[config.mk]
export PLATFORM = sky130hd
export DESIGN_NAME = lives_sequencer_flat
export DESIGN_NICKNAME = d
export VERILOG_FILES = /design/src/rtl/lives_sequencer_pkg.sv /design/src/rtl/lives_sequencer_if.sv /design/src/rtl/lives_sequencer_edge_detect_rise.sv /design/src/rtl/lives_sequencer.sv /design/src/flat_wrapper.sv
export SDC_FILE = /design/constraint.sdc
export NUM_CORES = 1
export LEC_CHECK = 0
export ABC_AREA = 1
export ABC_CLOCK_PERIOD_IN_PS = 1660
export BUFFER_PORTS_ARGS = -buffer_cell sky130_fd_sc_hd__buf_4
export CAP_MARGIN = 20
export CORE_UTILIZATION = 51
export CTS_BUF_LIST = sky130_fd_sc_hd__clkbuf_8 sky130_fd_sc_hd__clkbuf_16
export DETAILED_ROUTE_END_ITERATION = 8
export HOLD_SLACK_MARGIN = 0.05
export PLACE_DENSITY = 0.86
export SLEW_MARGIN = 20
export SYNTH_ARGS = -nofsm -noshare
export SYNTH_HDL_FRONTEND = slang
export SYNTH_SLANG_ARGS = --single-unit
[constraint.sdc]
create_clock -name clk -period 1.66 [get_ports clk]
set_input_delay 0.332 -clock clk [delete_from_list [all_inputs] [get_ports clk]]
set_output_delay 0.332 -clock clk [all_outputs]
set_load 0.01 [all_outputs]
[src/rtl/lives_sequencer_pkg.sv]
// Shared types, arbitration order and lives arithmetic for the lives sequencer.
package lives_pkg;

  localparam int LIVES_W = 4;

  typedef enum logic [2:0] {
    ALIVE,
    DYING,
    RESPAWN,
    INVULN,
    GAME_OVER
  } lives_state_t;

  // Request priority order: a lower index wins when several requests arrive together.
  localparam int PRIO_RESET   = 0;
  localparam int PRIO_HIT     = 1;
  localparam int PRIO_POWERUP = 2;
  localparam int PRIO_SW_DEC  = 3;
  localparam int PRIO_SW_INC  = 4;
  localparam int NUM_REQ      = 5;

  // Add one life, never exceeding the ceiling.
  function automatic logic [LIVES_W-1:0] sat_inc(input logic [LIVES_W-1:0] v,
                                                 input logic [LIVES_W-1:0] ceil);
    return (v >= ceil) ? ceil : v + 1'b1;
  endfunction

endpackage

[src/rtl/lives_sequencer_if.sv]
// Event and status bundle between game logic and the lives sequencer.
interface lives_sequencer_if;
  import lives_pkg::*;

  logic               startOfFrame;
  logic [1:0]         player_hit;
  logic               powerUp_inc;
  logic               sw_inc;
  logic               sw_dec;
  logic               score_reset;
  logic [LIVES_W-1:0] lives;
  logic               player_died;
  logic               invulnerable;
  logic               player_blink;
  logic               respawn_pulse;
  logic               hit_ack;

  // Game logic side: raises events, watches lives status.
  modport master (
    output startOfFrame, player_hit, powerUp_inc, sw_inc, sw_dec, score_reset,
    input  lives, player_died, invulnerable, player_blink, respawn_pulse, hit_ack
  );

  // Sequencer side: consumes events, owns lives status.
  modport slave (
    input  startOfFrame, player_hit, powerUp_inc, sw_inc, sw_dec, score_reset,
    output lives, player_died, invulnerable, player_blink, respawn_pulse, hit_ack
  );
endinterface

[src/rtl/lives_sequencer_edge_detect_rise.sv]
// Rising-edge detector for a level input such as a debug switch.
module edge_detect_rise (
  input  logic clk,
  input  logic resetN,
  input  logic level_i,
  output logic rise_o
);
  logic prev_q;

  // Remember last cycle's level.
  always_ff @(posedge clk or negedge resetN) begin
    if (!resetN) prev_q <= 1'b0;
    else         prev_q <= level_i;
  end

  assign rise_o = level_i & ~prev_q;
endmodule

[src/rtl/lives_sequencer.sv]
// Lives counter with hit / power-up / switch arbitration and the
// death -> respawn -> invulnerability sequence timed by frame ticks.
module lives_sequencer
  import lives_pkg::*;
#(
  parameter int MAX_LIVES     = 3,
  parameter int INIT_LIVES    = 3,
  parameter int DEATH_FRAMES  = 60,
  parameter int INVULN_FRAMES = 120,
  parameter int BLINK_FRAMES  = 8
) (
  input logic              clk,
  input logic              resetN,
  lives_sequencer_if.slave bus
);
  localparam int MAX_FRAMES = (DEATH_FRAMES > INVULN_FRAMES) ? DEATH_FRAMES : INVULN_FRAMES;
  localparam int CNT_W      = (MAX_FRAMES > 1) ? $clog2(MAX_FRAMES) : 1;

  localparam logic [LIVES_W-1:0] MAX_L       = LIVES_W'(MAX_LIVES);
  localparam logic [LIVES_W-1:0] INIT_L      = LIVES_W'(INIT_LIVES);
  localparam logic [CNT_W-1:0]   DEATH_LAST  = CNT_W'(DEATH_FRAMES - 1);
  localparam logic [CNT_W-1:0]   INVULN_LAST = CNT_W'(INVULN_FRAMES - 1);

  lives_state_t       state_q, state_d;
  logic [CNT_W-1:0]   cnt_q, cnt_d;
  logic [LIVES_W-1:0] lives_q, lives_d;
  logic               pend_q, pend_d;
  logic               ack_q, ack_d;

  logic               inc_rise, dec_rise;
  logic               in_play;
  logic [NUM_REQ-1:0] req;
  int                 win;
  logic               blink_even;

  edge_detect_rise u_edge_inc (
    .clk    (clk),
    .resetN (resetN),
    .level_i(bus.sw_inc),
    .rise_o (inc_rise)
  );

  edge_detect_rise u_edge_dec (
    .clk    (clk),
    .resetN (resetN),
    .level_i(bus.sw_dec),
    .rise_o (dec_rise)
  );

  assign in_play = (state_q == ALIVE) || (state_q == INVULN);

  // Collect requests that are meaningful in the current state; ignored hits do not block others.
  always_comb begin
    req               = '0;
    req[PRIO_RESET]   = bus.score_reset;
    req[PRIO_HIT]     = (|bus.player_hit) && (state_q == ALIVE);
    req[PRIO_POWERUP] = bus.powerUp_inc && (state_q != GAME_OVER);
    req[PRIO_SW_DEC]  = dec_rise && in_play && (lives_q != '0);
    req[PRIO_SW_INC]  = inc_rise && in_play;
  end

  // Sequencer registers.
  always_ff @(posedge clk or negedge resetN) begin
    if (!resetN) begin
      state_q <= ALIVE;
      cnt_q   <= '0;
      lives_q <= INIT_L;
      pend_q  <= 1'b0;
      ack_q   <= 1'b0;
    end else begin
      state_q <= state_d;
      cnt_q   <= cnt_d;
      lives_q <= lives_d;
      pend_q  <= pend_d;
      ack_q   <= ack_d;
    end
  end

  // Timer-driven progression first, then the single winning lives request overrides it.
  always_comb begin
    state_d = state_q;
    cnt_d   = cnt_q;
    lives_d = lives_q;
    pend_d  = pend_q;
    ack_d   = 1'b0;

    win = NUM_REQ;
    for (int i = NUM_REQ - 1; i >= 0; i--) begin
      if (req[i]) win = i;
    end

    case (state_q)
      DYING: begin
        if (bus.startOfFrame) begin
          if (cnt_q == DEATH_LAST) begin
            state_d = RESPAWN;
            cnt_d   = '0;
          end else begin
            cnt_d = cnt_q + 1'b1;
          end
        end
      end
      RESPAWN: begin
        // A power-up collected while dead is granted as invulnerability starts.
        state_d = INVULN;
        cnt_d   = '0;
        pend_d  = 1'b0;
        if (pend_q || bus.powerUp_inc) lives_d = sat_inc(lives_q, MAX_L);
      end
      INVULN: begin
        if (bus.startOfFrame) begin
          if (cnt_q == INVULN_LAST) begin
            state_d = ALIVE;
            cnt_d   = '0;
          end else begin
            cnt_d = cnt_q + 1'b1;
          end
        end
      end
      GAME_OVER: lives_d = '0;
      default: ;
    endcase

    case (win)
      PRIO_RESET: begin
        state_d = ALIVE;
        cnt_d   = '0;
        lives_d = INIT_L;
        pend_d  = 1'b0;
      end
      PRIO_HIT: begin
        ack_d = 1'b1;
        cnt_d = '0;
        if (lives_q > 4'd1) begin
          lives_d = lives_q - 1'b1;
          state_d = DYING;
          pend_d  = bus.powerUp_inc;
        end else begin
          lives_d = '0;
          state_d = GAME_OVER;
        end
      end
      PRIO_POWERUP: begin
        if (in_play)                lives_d = sat_inc(lives_q, MAX_L);
        else if (state_q == DYING)  pend_d  = 1'b1;
      end
      PRIO_SW_DEC: begin
        if (lives_q == 4'd1) begin
          lives_d = '0;
          state_d = GAME_OVER;
          cnt_d   = '0;
          pend_d  = 1'b0;
        end else begin
          lives_d = lives_q - 1'b1;
        end
      end
      PRIO_SW_INC: lives_d = sat_inc(lives_q, MAX_L);
      default: ;
    endcase
  end

  // Blink phase: visible during the first BLINK_FRAMES ticks of invulnerability, then alternating.
  assign blink_even = ((32'(cnt_q) / BLINK_FRAMES) % 2) == 0;

  assign bus.lives         = lives_q;
  assign bus.player_died   = (state_q == GAME_OVER);
  assign bus.invulnerable  = (state_q == DYING) || (state_q == RESPAWN) || (state_q == INVULN);
  assign bus.player_blink  = (state_q == DYING)  ? 1'b0 :
                             (state_q == INVULN) ? blink_even : 1'b1;
  assign bus.respawn_pulse = (state_q == RESPAWN);
  assign bus.hit_ack       = ack_q;
endmodule

[src/flat_wrapper.sv]
// flat-port wrapper written by rule: the top's interface ports become plain ports
module lives_sequencer_flat import lives_pkg::*;
#(
  parameter int MAX_LIVES     = 3,
  parameter int INIT_LIVES    = 3,
  parameter int DEATH_FRAMES  = 60,
  parameter int INVULN_FRAMES = 120,
  parameter int BLINK_FRAMES  = 8
)
  (clk, resetN, bus_startOfFrame, bus_player_hit, bus_powerUp_inc, bus_sw_inc, bus_sw_dec, bus_score_reset, bus_lives, bus_player_died, bus_invulnerable, bus_player_blink, bus_respawn_pulse, bus_hit_ack);
  lives_sequencer_if bus_i ();
  input logic clk;
  input logic resetN;
  input wire logic [$bits(bus_i.startOfFrame)-1:0] bus_startOfFrame;
  input wire logic [$bits(bus_i.player_hit)-1:0] bus_player_hit;
  input wire logic [$bits(bus_i.powerUp_inc)-1:0] bus_powerUp_inc;
  input wire logic [$bits(bus_i.sw_inc)-1:0] bus_sw_inc;
  input wire logic [$bits(bus_i.sw_dec)-1:0] bus_sw_dec;
  input wire logic [$bits(bus_i.score_reset)-1:0] bus_score_reset;
  output wire logic [$bits(bus_i.lives)-1:0] bus_lives;
  output wire logic [$bits(bus_i.player_died)-1:0] bus_player_died;
  output wire logic [$bits(bus_i.invulnerable)-1:0] bus_invulnerable;
  output wire logic [$bits(bus_i.player_blink)-1:0] bus_player_blink;
  output wire logic [$bits(bus_i.respawn_pulse)-1:0] bus_respawn_pulse;
  output wire logic [$bits(bus_i.hit_ack)-1:0] bus_hit_ack;
  assign bus_i.startOfFrame = bus_startOfFrame;
  assign bus_i.player_hit = bus_player_hit;
  assign bus_i.powerUp_inc = bus_powerUp_inc;
  assign bus_i.sw_inc = bus_sw_inc;
  assign bus_i.sw_dec = bus_sw_dec;
  assign bus_i.score_reset = bus_score_reset;
  assign bus_lives = bus_i.lives;
  assign bus_player_died = bus_i.player_died;
  assign bus_invulnerable = bus_i.invulnerable;
  assign bus_player_blink = bus_i.player_blink;
  assign bus_respawn_pulse = bus_i.respawn_pulse;
  assign bus_hit_ack = bus_i.hit_ack;
  lives_sequencer #(.MAX_LIVES(MAX_LIVES), .INIT_LIVES(INIT_LIVES), .DEATH_FRAMES(DEATH_FRAMES), .INVULN_FRAMES(INVULN_FRAMES), .BLINK_FRAMES(BLINK_FRAMES)) u_core (.clk(clk), .resetN(resetN), .bus(bus_i));
endmodule
## After elaboration in Yosys (flattened, before gate mapping)

Index checks and enable logic that the tools add are counted.

- Flip-flop bits (word level): 18
- Bits of input ports: 9
- Output and inout port bits: 9
- Logic and storage cells: 79

- Add/sub/neg operators: 3
- Order comparisons: 2
- Equality and inequality tests: 12
- Muxes and demuxes: 36
- Bitwise operators: 4
- Reductions and logical operators: 15

Operators by type and width:

| cell | number |
|---|---|
| $mux W32 | 4 |
| $eq A32 B2 Y1 const B | 2 |
| $logic_not A32 Y1 | 2 |
| $mux W7 | 5 |
| $eq A32 B1 Y1 const B | 1 |
| $eq A32 B3 Y1 const B | 1 |
| $pmux W7 S3 | 1 |
| $mux W4 | 5 |
| $pmux W4 S5 | 1 |
| $mux W3 | 6 |
| $pmux W3 S3 | 2 |
| $pmux W7 S2 | 1 |
| $mux W1 | 9 |
| $pmux W4 S2 | 1 |
| $add A7 B1 Y7 const B | 1 |
| $eq A7 B6 Y1 const B | 1 |
| $eq A7 B7 Y1 const B | 1 |
| $eq A3 B2 Y1 const B | 2 |
| $logic_and A1 B1 Y1 | 5 |
| $add A4 B1 Y4 const B | 1 |
| $eq A4 B1 Y1 const B | 1 |
| $ge A4 B2 Y1 const B | 1 |
| $gt A4 B1 Y1 const B | 1 |
| $logic_or A1 B1 Y1 | 4 |
| 10 further kinds | 13 |

## Logic depth before layout (Yosys ltp)

- Depth after elaboration: 11
- Gate-level depth with buffers: 11
- Depth with buffers taken out: 11

## Hierarchy

A second synthesis with hierarchy kept.

- Cell total of the unflattened synthesis: 217
- Area, all modules: 1430.1 um2

Modules (own cells, without submodules):

| module | times used | cells each | area each (um2) |
|---|---|---|---|
| lives_sequencer | 1 | 211 | 1360.1 |
| edge_detect_rise | 2 | 3 | 35.0 |

## Worst setup path before layout

No wires, ideal clock.

- Kind: register to register
- Start: register u_core.lives_q[0], in the netlist u_core.bus.lives[0]
- End: register u_core.cnt_q[3]
- Arrival: 1.606 ns
- Data required time: 1.588 ns
- Slack: -0.018 ns
- Cell stages (with the launch flop): 10
- Path buffers: 0
- Period minus slack after synthesis: 1.678 ns
- Cell sequence: dfstp_2 inv_1 ha_1 a21oi_1 nand2_1 nor3_2 nand2_1 nand2_2 nand3_2 nor2_1

- Longest elaborated chain between the ends: 9

Ends and longest elaborated chain:

| what | RTL line | source |
|---|---|---|
| start, declared | lives_sequencer.sv:26 | `logic [LIVES_W-1:0] lives_q, lives_d;` |
| start signal, assigned | lives_sequencer.sv:73 | `lives_q <= lives_d;` |
| $reduce_bool A4 Y1 | lives_sequencer.sv:58 | `req[PRIO_SW_DEC] = dec_rise && in_play && (lives_q != '0);` |
| $logic_and A1 B1 Y1 | lives_sequencer.sv:58 |  |
| $mux W32 (4 in a row) | lives_sequencer.sv:89 | `if (req[i]) win = i;` |
| $eq A32 B1 Y1 or $logic_not A32 Y1 (tied branches) | lives_sequencer.sv:124 | `case (win)` |
| $reduce_or A2 Y1 (no line) | - |  |
| $pmux W7 S2 (*) | lives_sequencer.sv:124 |  |
| net u_core.cnt_d[3] | lives_sequencer.sv:25 | `logic [CNT_W-1:0] cnt_q, cnt_d;` |
| end signal, assigned | lives_sequencer.sv:72 | `cnt_q <= cnt_d;` |
| end, declared | lives_sequencer.sv:25 |  |

Mark *: on every way through the listed nets, which the timed path passes. The rest lies on a longest branch.

## Final worst setup path

- Start: register u_core.state_q[1]
- End: output port bus_player_blink

- Longest elaborated chain between the ends: 3

Ends and longest elaborated chain:

| what | RTL line | source |
|---|---|---|
| start, declared | lives_sequencer.sv:24 | `lives_state_t state_q, state_d;` |
| start signal, assigned | lives_sequencer.sv:71 | `state_q <= state_d;` |
| $eq A3 B2 Y1 | lives_sequencer.sv:169 | `(state_q == INVULN) ? blink_even : 1'b1;` |
| $mux W1 | lives_sequencer.sv:169 |  |
| $mux W1 (*) | lives_sequencer.sv:168 | `assign bus.player_blink = (state_q == DYING) ? 1'b0 :` |
| end, declared | flat_wrapper.sv:23 | `output wire logic [$bits(bus_i.player_blink)-1:0] bus_player_blink;` |

Every way passes the cells marked *; elsewhere a longest branch is shown, timed or not.

==> impl_metrics.toml <==
[synth]
synth_largest_area_cell = "dfrtp_1"
yosys_warnings = 0
syn_inst = 203
synth_fp_nets = 217
synth_area_per_cell_um2 = 6.798
synth.ff_latch_count = 18
yosysSeqAreaShare_pct = 32.82
synthTopCellsByArea = "dfrtp_1 (29%), nand2_1 (13%), inv_1 (12%), nand3_1 (4.7%), ha_1 (4.5%)"
ys_types = 27
syn_area_um2 = 1380
synth.top_cell.area_share_pct = 29.01

[global_route]
grt_pass1_vias = 1246
track_usage_pct = 24.96
overflow = 0
grt_max_degree = 19
antenna_found_initial = 0
grt_pass1_wl_um = 5237

[power_and_ir_drop]
combPwrFrac_pct = 63.9
vdd_drop_max_uv = 1097
power_switching_mw = 1.254
power.density_nw_per_um2 = 1491
p_leak_nw = 0.9512
power_frac_clock_pct = 11.2
seqPwrFrac_pct = 25.0
internal-power_mw = 1.407
switching_share_pct = 47.11

[placed_design]
place_hpwl_um = 2415
post_dp_cell_area_um2 = 1654
place_inst = 262
port_buffers = 17
pre_cts_ws_ns = -0.1031
place.gp.congestion = 0.9560

[timing]
max_clock_freq_mhz = 599.1
finalHoldViolations = 0
worst_slack_ns = -0.009241
slew_viol_final = 0
post-route-min-period_ns = 1.669
relSlewSlack_pct = 74.86
rsz0062_at_grt = "yes"
clock_skew_ns = 0.003051
min_period_over_period_pct = 100.6
worst_pin_slew_ns = 0.3732
totalNegativeSetupSlack_ns = -0.01129
setup_violations = 3

[worst_setup_path]
crit_chain = "nor3_4, buf_4, a21oi_1, buf_4"
required_ns = 1.33
critPathArrivalTime_ns = 1.34
startpoint_type = "register"
r2r_setup_slack_ns = 0
max_stage_delay_ns = 0.47
cp-end-kind = "primary output"
crit_family = "flip-flops"
cpMostUsedCell = "buf_4"
slowest_stage = "dfrtp_2"
worst-path-buf-inv = 2
criticalPathCategory = "register to primary output"
critPathMaxFanout = 5

[floorplanning]
fp.dieArea_um2 = 2918
start_util_pct = 54.71
num_rows = 18
ioPinCount = 18
core_um2 = 2522
dieWidth_um = 54.02
die_y_um = 54.02

[flow_run]
cap_violations = 0

[outcome]
outcome = "complete, but fails checks"
violations = "setup timing"

[detailed_routing]
via_per_inst = 5.160
num_vias = 1383
drc = 0
dr.pass1.iters = 4
drtIter0Drc = 35
wl_per_cell_um = 11.95
ant_nets = 0
wl_um = 3203

[clock_tree]
cts.sinks = 18
numCtsBuffers = 3
cts-root-buf = "clkbuf_8"
cts_tree = "built"
path_clk_slew_ns = 0.06
clk_latency_ns = 0.25
clockBufferDepth = 2
h-tree-depth = 1

[final_layout]
num_antenna_cells = 0
finalNonFillerCells = 268
area_delta_synth_final_pct = 29.28
layout-drive-gt1-share_pct = 32.35
nNetsFinal = 254
post-route-cell-area_um2 = 1784

[worst_hold_path]
hp-class = "input port to register"
-- registers in the layout, indices dropped and copies added, names as in the netlist --
signal / cells
u_core.pend_q: 1
u_core.bus.lives: 4
u_core.u_edge_dec.prev_q: 1
u_core.u_edge_inc.prev_q: 1
u_core.state_q: 3
u_core.bus.hit_ack: 1
u_core.cnt_q: 7
-- layer usage --
metal / global-route usage (%) / vias to the layer above / routed length (um)
met5: 0 / - / 0
met3: 5.085 / 7 / 219
met1: 36.14 / 601 / 1502
li1: - / 718 / -
met2: 37.65 / 57 / 1436
met4: 5.983 / 0 / 44
-- cells in the mapped netlist --
library cell and count:
nor2_1 15, nor3_1 3, o21bai_2 1, inv_2 3, nor3_2 3, nand2_2 5, dfstp_2 2, o211ai_1 2
o21ai_1 3, inv_4 1, a31oi_1 1, nand2_4 2, inv_1 43, nand4_1 8, nand2_1 47, a21oi_1 7
ha_1 5, nand3b_1 1, nand3_2 2, o221ai_1 1, xor2_1 4, dfrtp_1 16, nand3_1 13, nor4_1 1
o21ai_0 9, nor2_2 4, a31o_2 1
-- final timing paths --
kind / start / to / cells after the start
worst max-delay path: u_core.state_q[1] / bus_player_blink / 4
worst min-delay path: bus_sw_inc / u_core.u_edge_inc.prev_q / 1
worst max register to register: u_core.bus.lives[0] / u_core.cnt_q[1] / 9
worst min register to register: u_core.pend_q / u_core.pend_q / 2
max in group asynchronous: resetN / u_core.bus.lives[1] / 2
min in group asynchronous: resetN / u_core.cnt_q[2] / 2
-- per-stage QoR --
stage          hold WS (ns)  utilization, %  total power, mW
2_1_floorplan       0.03641               -            1.613
3_3_place_gp         0.2153           65.58            2.152
3_5_place_dp         0.2149           65.58            2.179
4_1_cts              0.1922           67.66            2.494
5_1_grt              0.1866           70.73            2.914
6_report             0.1950           70.73            2.661
-- cells in the final DEF, fill, tap and decap left out, types with 4 or more instances in the layout --
| cell type | count |
|---|---|
| nand2_2 | 9 |
| buf_4 | 31 |
| o21ai_0 | 8 |
| a21oi_1 | 6 |
| nand3_1 | 12 |
| nand4_1 | 8 |
| nor2_4 | 4 |
| inv_2 | 9 |
| xor2_1 | 4 |
| ha_1 | 4 |
| nor2_1 | 13 |
| dfrtp_1 | 14 |
| nand2_1 | 42 |
| inv_1 | 37 |
-- power by group through the flow --
stage               Combinational [mW]  Sequential, mW  Clock [mW]
detailed placement                1.53           0.644           0
global route                      1.91           0.678       0.324
global placement                  1.51           0.645           0
CTS                               1.54           0.643       0.307
finish                            1.70           0.664       0.297
floorplan                        0.949           0.664           0
-- what timing repair did --
action                     4_1_cts  5_1_grt
buffers inserted                 0        2
gates resized for setup          2       21
hold endpoints to repair        16        0
setup endpoints to repair       15       18
hold buffers                     1        0
pin swaps                        3        7
-- final cells by class --
class	count	area, um2
Timing Repair Buffer	32	242.7
Inverter	47	178.9
Multi-Input combinational cell	138	828.3
Tap cell	30	37.54
Fill cell	202	738.2
Clock buffer	3	41.29
Sequential cell	18	455.4
-- cell families after synthesis --
logic type               count (synthesis)  synth area share, %
AND/OR/NAND/NOR                        104                36.63
buffers and inverters                   47                12.96
AO/OA/AOI/OAI                           25                10.52
flip-flops                              18                32.82
adder cells (fa/ha/maj)                  5                4.533
XOR/XNOR                                 4                2.538
Note: power is estimated with default switching activity, not from simulation.
